--- config.mk ---
export PLATFORM = sky130hd
export DESIGN_NAME = branch_target_buffer
export DESIGN_NICKNAME = d
export VERILOG_FILES = /design/src/rtl/branch_target_buffer.sv
export SDC_FILE = /design/constraint.sdc
export NUM_CORES = 1
export LEC_CHECK = 0
export CORE_ASPECT_RATIO = 0.75
export CORE_MARGIN = 4
export CORE_UTILIZATION = 35
export CTS_BUF_LIST = sky130_fd_sc_hd__clkbuf_2
export CTS_CLUSTER_SIZE = 14
export DETAILED_ROUTE_END_ITERATION = 16
export GPL_TIMING_DRIVEN = 0
export PLACE_DENSITY = 0.6
export SYNTH_ARGS = -nofsm -noshare
export SYNTH_HDL_FRONTEND = slang
export SYNTH_SLANG_ARGS = --single-unit
--- constraint.sdc ---
create_clock -name clk -period 13.6 [get_ports clk]
set_input_delay 2.72 -clock clk [delete_from_list [all_inputs] [get_ports clk]]
set_output_delay 2.72 -clock clk [all_outputs]
set_load 0.05 [all_outputs]
--- src/rtl/branch_target_buffer.sv ---
// 2-way set-associative branch target buffer: same-cycle lookup for fetch, clocked training from execute.
// Optional BTB_2BIT_COUNTER_EN adds a 2-bit saturating direction counter per entry.
`timescale 1ns/1ps
module branch_target_buffer #(
  parameter int SETS = 8
) (
  input  logic        clk,
  input  logic        rst,
  input  logic [31:0] fetch_pc,
  output logic        btb_miss,
  output logic [31:0] btb_rdata,
  input  logic        update_valid,
  input  logic [31:0] update_pc,
  input  logic [31:0] update_target,
  input  logic        update_taken
);
  localparam int IDX  = $clog2(SETS);
  localparam int TAGW = 30 - IDX;

  logic [1:0]      valid_r  [SETS];
  logic [TAGW-1:0] tag_r    [SETS][2];
  logic [31:0]     target_r [SETS][2];
  logic [SETS-1:0] lru_r;
`ifdef BTB_2BIT_COUNTER_EN
  logic [1:0]      ctr_r    [SETS][2];

  function automatic logic [1:0] ctr_inc(input logic [1:0] c);
    if (c == 2'b11) return 2'b11;
    else return c + 2'b01;
  endfunction

  function automatic logic [1:0] ctr_dec(input logic [1:0] c);
    if (c == 2'b00) return 2'b00;
    else return c - 2'b01;
  endfunction
`endif

  logic [IDX-1:0]  f_idx_s;
  logic [TAGW-1:0] f_tag_s;
  logic [1:0]      f_hit_s;
  logic            f_way_s;
  logic            f_pred_s;

  logic [IDX-1:0]  u_idx_s;
  logic [TAGW-1:0] u_tag_s;
  logic [1:0]      u_hit_s;
  logic            u_hit_any_s;
  logic            u_way_s;

  logic            unused_pc_bits_s;
  assign unused_pc_bits_s = ^{fetch_pc[1:0], update_pc[1:0]};

  // Fetch lookup: pure function of fetch_pc and stored state.
  always_comb begin
    f_idx_s    = fetch_pc[IDX+1:2];
    f_tag_s    = fetch_pc[31:IDX+2];
    f_hit_s[0] = valid_r[f_idx_s][0] && (tag_r[f_idx_s][1'b0] == f_tag_s);
    f_hit_s[1] = valid_r[f_idx_s][1] && (tag_r[f_idx_s][1'b1] == f_tag_s);
    f_way_s    = f_hit_s[1];
`ifdef BTB_2BIT_COUNTER_EN
    f_pred_s   = (|f_hit_s) && ctr_r[f_idx_s][f_way_s][1];
`else
    f_pred_s   = |f_hit_s;
`endif
    btb_miss   = ~f_pred_s;
    if (f_pred_s) btb_rdata = target_r[f_idx_s][f_way_s];
    else          btb_rdata = 32'h0000_0000;
  end

  // Update way selection: hit way, else first invalid way, else the LRU victim.
  always_comb begin
    u_idx_s     = update_pc[IDX+1:2];
    u_tag_s     = update_pc[31:IDX+2];
    u_hit_s[0]  = valid_r[u_idx_s][0] && (tag_r[u_idx_s][1'b0] == u_tag_s);
    u_hit_s[1]  = valid_r[u_idx_s][1] && (tag_r[u_idx_s][1'b1] == u_tag_s);
    u_hit_any_s = |u_hit_s;
    if (u_hit_any_s)                 u_way_s = u_hit_s[1];
    else if (!valid_r[u_idx_s][0])   u_way_s = 1'b0;
    else if (!valid_r[u_idx_s][1])   u_way_s = 1'b1;
    else                             u_way_s = lru_r[u_idx_s];
  end

  // Control state: valid, LRU and counters; reset discards any concurrent update.
  always_ff @(posedge clk) begin
    if (rst) begin
      for (int s = 0; s < SETS; s++) begin
        valid_r[s] <= 2'b00;
`ifdef BTB_2BIT_COUNTER_EN
        ctr_r[s][0] <= 2'b00;
        ctr_r[s][1] <= 2'b00;
`endif
      end
      lru_r <= {SETS{1'b0}};
    end else if (update_valid) begin
      if (update_taken) begin
        valid_r[u_idx_s][u_way_s] <= 1'b1;
        lru_r[u_idx_s]            <= ~u_way_s;
`ifdef BTB_2BIT_COUNTER_EN
        if (u_hit_any_s) ctr_r[u_idx_s][u_way_s] <= ctr_inc(ctr_r[u_idx_s][u_way_s]);
        else             ctr_r[u_idx_s][u_way_s] <= 2'b10;
`endif
      end else if (u_hit_any_s) begin
`ifdef BTB_2BIT_COUNTER_EN
        ctr_r[u_idx_s][u_way_s] <= ctr_dec(ctr_r[u_idx_s][u_way_s]);
`else
        valid_r[u_idx_s][u_way_s] <= 1'b0;
`endif
      end
    end
  end

  // Payload: tag and target carry no reset, they are qualified by valid.
  always_ff @(posedge clk) begin
    if (!rst && update_valid && update_taken) begin
      tag_r[u_idx_s][u_way_s]    <= u_tag_s;
      target_r[u_idx_s][u_way_s] <= update_target;
    end
  end

endmodule

==> impl_results.md <==
* Status: finished clean
* Die width at 409 um
* Reg clk slew, reported paths at between 100 and 150 ps
* Die height at 309 um
* Slowest cell on crit path: clkdlybuf4s50_1
* Post-synthesis cell area at approximately 0.042 sq mm
* Clock root cell: clkbuf_2
* Flop2flop setup slack at 8270 ps
* Area of the core at 0.120 sq mm
* DR vias at about 25,000
* Place WS at roughly 1400 ps
* Final WL at 130,000 um
* Syn-to-layout area delta at 17.8%
* Total GRT Usage at 0.203
* Critical Path Source Type: primary input
* Syn avg cell area at a little under 20 sq um
* Rel. slew slack at 0.0601
* Synth warnings at 0
* Final std cells w/o fill at 4,452
* Die ar. at about 0.13 sq mm
* Setup TNS at 0 ps
* Routed met3 length at between 10,000 and 15,000 um
* FP Rows at 110
* Detail Placement HPWL at 92,500 um
* Data required, critical path at 10,880 ps
* Post-Syn Instances at approximately 2,200
* Crit path kind: primary input to output port
* RSZ-0062 raised after global routing: no
* I/O Buffers at between 100 and 150
* Power per cell area at ~120 mW/mm^2
* Max H-tree Level at 4
* Largest net degree at the start of global routing at 21
* Max-slew violation count at 0
* GPL Wtd Cong at 0.886
* Post-Synthesis Net Count at 2,264
* Crit path max fanout at 10
* Vias/cell at ~5.6
* Final Core Density at 0.415
* Commonest non-fill, non-tap cells in the layout: 960 x edfxtp_1, 326 x clkbuf_2, 266 x mux4_2
* CTS sink count at 968
* Wl on met1 at ~55,000 um
* Worst skew pair latency at around 1600 ps
* Worst-margin pin slew at 1410 ps
* Hold WC Path Type: flip-flop to flip-flop
* Cells after DPL at 4,028
* Hold WS at 608 ps
* Wire length on met2 at ~58,000 um
* Remaining Overflow, GRT at 0
* Clk buf depth at 3
* CP cell instances: clkdlybuf4s50_1, buf_2, buf_1, clkbuf_1, mux4_2, mux2i_1, xnor2_1, nor4_1, nand4_1, clkbuf_1, o31ai_1, clkdlybuf4s50_1
* Final Net Count at 2,744
* DRC viols at 0
* Cell variety after synth at 57
* MaxCap Viol Count at 0
* 1st-iter DRT viols at 3,049
* Final Cycle Share at 0.894
* Layout cells sized above 1 at 0.322
* Antenna viol nets, final at 0
* Initial Util at 0.352
* Sequential area share after synthesis at 0.687
* First-pass GRT wire length at 184,000 um
* Async set-reset flop share out of synthesis at 0
* Fin. Hold Viols at 0
* Num CTS Buffers at 238
* Initial antenna violation count at 11
* Max Clk Rate at 82.2 MHz
* VDD IR max at 0.0693 mV
* Setup Skew at 138 ps
* Post-synth top flop: edfxtp_1
* Vias in the first global route at approximately 26,000
* # setup viols final at 0
* Max stage delay on crit path at 940 ps
* CP Capture Type: output port
* First-pass detailed-route iteration total at 6
* Leading cell type in the layout, fill and taps excluded: edfxtp_1
* Data arrival, critical path at approximately 9500 ps
* CTS tree: yes
* Hold_buf cts at 0
* Top Ports at 133
* Uppermost layer routed: met5
* # Post-CTS Setup Buffers at 0
* Post-cts sizing count at 0
* Leakage at 16.5 nW
* Wirelength per Cell at 29.3 um
* Post-synth EDFFs at 960
* Setup ws final at 1430 ps
* Yosys reg bits at around 970
* Clock period minus worst slack at about 12,000 ps
==> sequential cells by signal, summed over array words and instances (netlist names) <==
register  flops
valid_r      16
lru_r         8
tag_r       432
target_r    512
==> layout make-up <==
| class | instances | area, sq um |
|---|---|---|
| Antenna cell | 7 | 17.5 |
| Buffer | 137 | 743 |
| Clock buffer | 326 | 1630 |
| Clock inverter | 91 | 614 |
| Fill cell | 10700 | 70200 |
| Inverter | 7 | 26.3 |
| Multi-Input combinational cell | 1052 | 12500 |
| Sequential cell | 968 | 29000 |
| Tap cell | 1624 | 2030 |
| Timing Repair Buffer | 240 | 3120 |
==> layer usage <==
metal | track usage | vias to the layer above
li1 | - | 10200
met4 | 0.0664 | 8
met1 | 0.287 | 13000
met2 | 0.304 | 1387
met3 | 0.0586 | 245
met5 | 0 | -
==> synthesized netlist by cell type, types with 2 or more instances <==
library cell | instances | area share
buf_8 | 2 | 0.00071
and3b_1 | 3 | 0.00062
buf_4 | 14 | 0.0025
nor3_1 | 27 | 0.0032
a21boi_0 | 2 | 0.00036
and4_1 | 2 | 0.00042
mux2_2 | 64 | 0.017
nor2b_1 | 12 | 0.0018
o22ai_1 | 29 | 0.0043
clkbuf_1 | 46 | 0.0041
nand2b_1 | 5 | 0.00074
o21ai_0 | 22 | 0.0026
nor2_1 | 2 | 0.00018
buf_6 | 9 | 0.0024
mux2i_1 | 235 | 0.056
nand2_1 | 45 | 0.0040
o31ai_1 | 40 | 0.0071
a21bo_2 | 12 | 0.0028
a221oi_1 | 3 | 0.00062
a21oi_1 | 16 | 0.0019
mux4_2 | 266 | 0.14
buf_2 | 40 | 0.0047
nand4_1 | 26 | 0.0039
xor2_1 | 30 | 0.0062
nand3_1 | 8 | 0.00095
clkbuf_8 | 2 | 0.00065
and3_1 | 15 | 0.0022
buf_1 | 23 | 0.0020
inv_1 | 7 | 0.00062
or2_2 | 3 | 0.00044
xnor2_1 | 41 | 0.0085
nand3b_1 | 15 | 0.0027
or3_1 | 10 | 0.0015
nor3_2 | 10 | 0.0024
nor4_1 | 17 | 0.0025
mux4_1 | 2 | 0.0012
dfxtp_1 | 8 | 0.0038
o21bai_1 | 17 | 0.0030
edfxtp_1 | 960 | 0.68
a22oi_1 | 57 | 0.010
==> final timing paths <==
kind                 from              to  cells after the start
max           fetch_pc[3]    btb_rdata[6]                     12
min              lru_r[4]        lru_r[4]                      3
max reg2reg  tag_r[4][23]  target_r[5][5]                     12
min reg2reg      lru_r[4]        lru_r[4]                      3
==> cell families after synthesis <==
group	share of synthesized area
AND/OR/NAND/NOR	0.0289
XOR/XNOR	0.0147
AO/OA/AOI/OAI	0.0350
multiplexers	0.216
flip-flops	0.687
buffers and inverters	0.0182
==> per-stage QoR <==
| step | power [mW] | area, sq um |
|---|---|---|
| finish | 5.79 | 49700 |
| global route | 6.03 | 49700 |
| CTS | 5.84 | 49700 |
| detailed placement | 3.85 | 47400 |
| global placement | 3.83 | 45500 |
| floorplan | 3.63 | 42200 |
==> critical path, delay by kind of cell <==
| family | cells | cell delay (ps) |
|---|---|---|
| compound gates | 1 | 660 |
| xor+xnor | 1 | 120 |
| buf+inv | 6 | 4120 |
| mux | 2 | 880 |
| simple gates | 2 | 920 |
==> power breakdown <==
group          internal (mW)  total (mW)  switching (mW)
registers               3.29        3.30         0.00566
logic                  0.194       0.488           0.294
clock network          0.815        2.00            1.19
total                   4.30        5.79            1.49
Note: power is estimated with default switching activity, not from simulation.
